===== src/rtl/video_timing_gen.sv =====
// Raster timing generator with frame-buffer fetch control and line doubling.
// Ports: clk/rstn/en/line_dbl in; Mem_* fetch side; Out_p* encoder side; Frame_Start pulse.
module video_timing_gen #(
    parameter int H_ACTIVE = 640,
    parameter int H_FP     = 16,
    parameter int H_SYNC   = 96,
    parameter int H_BP     = 48,
    parameter int V_ACTIVE = 480,
    parameter int V_FP     = 10,
    parameter int V_SYNC   = 2,
    parameter int V_BP     = 33,
    parameter bit HS_POL   = 1'b0,
    parameter bit VS_POL   = 1'b0,
    parameter int RD_LAT   = 1,
    parameter int ADDR_W   = 20
) (
    input  logic              clk,
    input  logic              rstn,
    input  logic              en,
    input  logic              line_dbl,
    output logic              Mem_Read,
    output logic [ADDR_W-1:0] Mem_Addr,
    input  logic [23:0]       Mem_Data,
    output logic [23:0]       Out_pData,
    output logic              Out_pHSync,
    output logic              Out_pVSync,
    output logic              Out_pVDE,
    output logic              Frame_Start
);

    localparam int H_TOTAL = H_SYNC + H_BP + H_ACTIVE + H_FP;
    localparam int V_TOTAL = V_SYNC + V_BP + V_ACTIVE + V_FP;

    localparam logic [11:0] H_LAST = 12'(H_TOTAL - 1);
    localparam logic [11:0] V_LAST = 12'(V_TOTAL - 1);
    localparam logic [11:0] HS_W   = 12'(H_SYNC);
    localparam logic [11:0] VS_W   = 12'(V_SYNC);
    localparam logic [11:0] HA0    = 12'(H_SYNC + H_BP);
    localparam logic [11:0] HA1    = 12'(H_SYNC + H_BP + H_ACTIVE - 1);
    localparam logic [11:0] VA0    = 12'(V_SYNC + V_BP);
    localparam logic [11:0] VA1    = 12'(V_SYNC + V_BP + V_ACTIVE - 1);
    // Fetch window leads the display window by the memory latency.
    localparam logic [11:0] RA0    = 12'(H_SYNC + H_BP - RD_LAT);
    localparam logic [11:0] RA1    = 12'(H_SYNC + H_BP + H_ACTIVE - 1 - RD_LAT);

    localparam logic [ADDR_W-1:0] LINE_STEP = ADDR_W'(H_ACTIVE);
    localparam logic [ADDR_W-1:0] ADDR_ONE  = ADDR_W'(1);

    logic [11:0]       h_cnt_q, h_cnt_d;
    logic [11:0]       v_cnt_q, v_cnt_d;
    logic [ADDR_W-1:0] base_q, base_d;
    logic [ADDR_W-1:0] addr_q, addr_d;
    logic              dbl_q, dbl_d;
    logic              hs_q, hs_d;
    logic              vs_q, vs_d;
    logic              de_q, de_d;
    logic              rd_q, rd_d;
    logic              fs_q, fs_d;

    logic h_wrap;
    logic v_wrap;
    logic top;
    logic v_act;
    logic h_act;
    logic r_win;
    logic line_odd;

    assign h_wrap = (h_cnt_q == H_LAST);
    assign v_wrap = (v_cnt_q == V_LAST);
    assign top    = (h_cnt_q == 12'd0) && (v_cnt_q == 12'd0);
    assign v_act  = (v_cnt_q >= VA0) && (v_cnt_q <= VA1);
    assign h_act  = (h_cnt_q >= HA0) && (h_cnt_q <= HA1);
    assign r_win  = (h_cnt_q >= RA0) && (h_cnt_q <= RA1);
    // Parity of the active-line index (v_cnt - VA0).
    assign line_odd = v_cnt_q[0] ^ VA0[0];

    always_comb begin
        h_cnt_d = h_cnt_q;
        v_cnt_d = v_cnt_q;
        base_d  = base_q;
        addr_d  = addr_q;
        dbl_d   = dbl_q;
        hs_d    = ~HS_POL;
        vs_d    = ~VS_POL;
        de_d    = 1'b0;
        rd_d    = 1'b0;
        fs_d    = 1'b0;

        if (!en) begin
            h_cnt_d = 12'd0;
            v_cnt_d = 12'd0;
            base_d  = '0;
            addr_d  = '0;
        end else begin
            h_cnt_d = h_wrap ? 12'd0 : h_cnt_q + 12'd1;
            if (h_wrap) begin
                v_cnt_d = v_wrap ? 12'd0 : v_cnt_q + 12'd1;
            end

            hs_d = (h_cnt_q < HS_W) ? HS_POL : ~HS_POL;
            vs_d = (v_cnt_q < VS_W) ? VS_POL : ~VS_POL;
            de_d = h_act && v_act;
            rd_d = r_win && v_act;
            fs_d = top;

            // First fetch of a line loads the line base, later ones step.
            if (r_win && v_act) begin
                addr_d = (h_cnt_q == RA0) ? base_q : addr_q + ADDR_ONE;
            end

            if (top) begin
                base_d = '0;
                dbl_d  = line_dbl;
            end else if (v_act && (h_cnt_q == HA1)) begin
                // In doubling mode each source line is shown twice.
                if (!dbl_q || line_odd) begin
                    base_d = base_q + LINE_STEP;
                end
            end
        end
    end

    always_ff @(posedge clk or negedge rstn) begin
        if (!rstn) begin
            h_cnt_q <= 12'd0;
            v_cnt_q <= 12'd0;
            base_q  <= '0;
            addr_q  <= '0;
            dbl_q   <= 1'b0;
            hs_q    <= ~HS_POL;
            vs_q    <= ~VS_POL;
            de_q    <= 1'b0;
            rd_q    <= 1'b0;
            fs_q    <= 1'b0;
        end else begin
            h_cnt_q <= h_cnt_d;
            v_cnt_q <= v_cnt_d;
            base_q  <= base_d;
            addr_q  <= addr_d;
            dbl_q   <= dbl_d;
            hs_q    <= hs_d;
            vs_q    <= vs_d;
            de_q    <= de_d;
            rd_q    <= rd_d;
            fs_q    <= fs_d;
        end
    end

    assign Mem_Read    = rd_q;
    assign Mem_Addr    = addr_q;
    assign Out_pHSync  = hs_q;
    assign Out_pVSync  = vs_q;
    assign Out_pVDE    = de_q;
    assign Frame_Start = fs_q;
    assign Out_pData   = de_q ? Mem_Data : 24'h000000;

endmodule


===== config.mk =====
export PLATFORM = sky130hd
export DESIGN_NAME = video_timing_gen
export DESIGN_NICKNAME = d
export VERILOG_FILES = /design/src/rtl/video_timing_gen.sv
export SDC_FILE = /design/constraint.sdc
export NUM_CORES = 1
export LEC_CHECK = 0
export ABC_AREA = 1
export BUFFER_PORTS_ARGS = -buffer_cell sky130_fd_sc_hd__buf_2
export CORE_UTILIZATION = 41
export DETAILED_ROUTE_END_ITERATION = 10
export GPL_TIMING_DRIVEN = 0
export PLACE_DENSITY = 0.73
export SYNTH_ARGS = -nofsm -noshare
export SYNTH_HDL_FRONTEND = slang
export SYNTH_SLANG_ARGS = --single-unit

===== constraint.sdc =====
create_clock -name clk -period 1.5 [get_ports clk]
set_clock_uncertainty 0.05 [all_clocks]
set_input_delay 0.15 -clock clk [delete_from_list [all_inputs] [get_ports clk]]
set_output_delay 0.15 -clock clk [all_outputs]
set_load 0.01 [all_outputs]

==> impl_metrics.ini <==
[clock_tree]
clk_path_buf_depth = 2
numCtsBuffers = 9
cts.sinks = 63
cts_tree = yes
insertion_delay_ps = 360
cts-htree-levels = 3
root_buffer = clkbuf_8
clk_pin_slew_worst_paths_ps = 70

[floorplan]
fp.dieH_um = 103
start_util_pct = 42.5
io_pins = 77
rows = 36
dieArea_sq_um = 10600
die_x_um = 103
core-area_sq_um = 9820

[synthesis]
syn_nets = 671
netlist_area_sq_um = 4180
synth_top_area_cell = dfrtp_1
async_reset_ff_share_pct = 100
synthTopCellsByArea = dfrtp_1 37%, nand2_1 19%, nand3_1 8.9%
synthFlopType = dfrtp_1
synth_compound_area_share_pct = 6.20
avgSynthCellArea_sq_um = 6.55
ys_ff_latch = 63
synth_mux_area_share_pct = 0
synth_edf_count = 0
synth_top_family_by_area = simple AND/OR/NAND/NOR gates
yosys.area_share.xor_xnor_pct = 3.36
synth-adder-area-share_pct = 1.80
yosys.area_share.simple_pct = 40.2
synth_seq_area_share_pct = 37.8
synth.yosys.warnings = 0
ys_types = 31
synth_cells = 637
synth_top_area_share_pct = 36.6

[final_layout]
area_delta_synth_final_pct = 41.3
final_layout_size_suffix_gt1_share_pct = 39.1
mostFrequentLayoutCell = nand2_1
final_cell_mix = 182 x nand2_1, 79 x buf_2, 64 x inv_1
postLayoutCoreUtil_pct = 60.1
diodes = 0
fin_nets = 803
fillCellCount = 867

[worst_setup_path]
crit_required_ps = 1740
arrival_ps = 1970
criticalPathCategory = reg -> reg
critPathMaxFanout = 5
r2r_start = h_cnt_q[4]
max_stage_delay_ps = 460
reg2regPathDepth = 9
cp-start-kind = register
cp-end-kind = register
crit_path_frequent_cell = nand2_1
crit_slowest_cell = dfrtp_2
crit_chain = buf_4 -> nor3_1 -> nand2_1 -> nand2_1 -> nand3_2 -> nor2_4 -> buf_6 -> nand3_2 -> nand2_1
crit_path_start = h_cnt_q[4]

[status]
violations = setup timing
status = finished with violations

[pwr]
p_leak_nw = 3.09
pwr_density_cell_nw_per_um2 = 610
peakVddDrop_uv = 478

[placed_design]
gp_congestion = 0.866
dp_hpwl_um = 7890
portBuffers = 76
pre_cts_slack_ps = -308

[timing]
min_period_ps = 1730
tightest_slew_ps = 814
rsz0062_at_grt = yes
fmax_ghz = 0.577
tns_ps = -9230
timing.hold.ws_ps = 209
timing.final.ws_setup_ps = -233
slew_headroom_pct = 45.7
slew_violations = 0
hold_viol = 0
finalCritPeriodShare_pct = 116
setup_violations = 59

[drt]
vias = 4723
wl_um = 12900
ant_nets = 0
first_pass_iters = 5
drt_iter0_drc = 231
post-route-drc-count = 0
avgViaCountPerCell = 5.21
avgRoutedWirePerCell_um = 14.2

[hold_path]
hold_path_class = in -> reg
min-delay-start = en
whs_path_depth = 4

[grt]
grt_max_degree = 64
grt_pass1_wl_um = 19200
grt_usage_pct = 23.5
grt_overflow = 0
grt_pass1_vias = 4106
grt_antenna_before_repair = 0

[flow_run]
maxCapViolCount = 0
-- what timing repair did --
item | in CTS | in global routing
endpoints found under the hold margin | 62 | 0
gates resized for setup | 69 | 118
setup endpoints to repair | 78 | 79
setup buffers | 18 | 21
gates cloned | 3 | 2
pin swaps | 24 | 71
hold buffers | 2 | 0
-- worst max-delay path: cells and delay by family, from the launching register on --
| kind | cells | cell delay, ps |
|---|---|---|
| buffers and inverters | 2 | 310 |
| flip-flops | 1 | 460 |
| AND/OR/NAND/NOR | 7 | 850 |
-- final cells by class --
class | count | area [sq um] | share of cell area [%]
Tap cell | 133 | 166 | 2.82
Multi-Input combinational cell | 471 | 2710 | 46.0
Inverter | 85 | 324 | 5.49
Timing Repair Buffer | 122 | 759 | 12.9
Clock inverter | 7 | 73.8 | 1.25
Sequential cell | 63 | 1590 | 27.0
Buffer | 17 | 148 | 2.50
Clock buffer | 9 | 124 | 2.10
-- cells in the mapped netlist, types with 2 or more instances --
library cell and count:
nand2_1 207, nor2_1 87, inv_1 85, nand3_1 74, dfrtp_1 61, o21ai_0 21, nor3_1 16, xor2_1 15
a21oi_1 13, buf_2 6, ha_1 6, nor2_2 6, buf_6 5, o21ai_1 5, clkbuf_1 4, nand4_1 4
buf_4 3, a31oi_1 2, dfstp_2 2, nand3b_1 2, o21bai_1 2, o22ai_1 2
-- layer usage --
layer | vias up | global-route usage [%] | part of all wire [%] | routed length (um)
met4 | 0 | 8.34 | 2.6 | 337
met3 | 33 | 3.25 | 6.8 | 872
met5 | - | 0 | 0 | 0
li1 | 2260 | - | - | -
met2 | 208 | 41.2 | 50 | 6440
met1 | 2222 | 29.5 | 40 | 5210
-- final timing paths --
| check | endpoint | slack (ps) |
|---|---|---|
| min in group asynchronous | Mem_Addr[16] | 370 |
| worst min-delay path | v_cnt_q[4] | 210 |
| worst max register to register | Mem_Addr[10] | -230 |
| worst max-delay path | Mem_Addr[10] | -230 |
| worst min register to register | v_cnt_q[11] | 510 |
| max in group asynchronous | h_cnt_q[5] | 430 |
-- registers in the layout, summed over array words and instances, names as in the netlist --
name         cells
Mem_Addr        20
Frame_Start      1
Mem_Read         1
Out_pHSync       1
h_cnt_q         12
Out_pVDE         1
base_q          13
dbl_q            1
Out_pVSync       1
v_cnt_q         12
-- per-stage QoR --
step	std cells	total power [mW]	area [sq um]
after floorplan	637	1.90	4230
after global placement	846	2.02	4780
after detailed placement	846	2.03	4780
after CTS	885	3.55	5380
after global routing	907	3.71	5900
final	907	3.60	5900
-- logic make-up after synthesis --
| family | after synthesis |
|---|---|
| adder cells (fa/ha/maj) | 6 |
| XOR/XNOR | 16 |
| AND/OR/NAND/NOR | 402 |
| buffers and inverters | 103 |
| AO/OA/AOI/OAI | 47 |
| flip-flops | 63 |
-- where the power goes --
group	internal, mW	switching, mW
clock	0.769	0.745
combinational	0.131	0.213
sequential	1.72	0.0195
total	2.62	0.978
(Power assumes the default switching activity.)
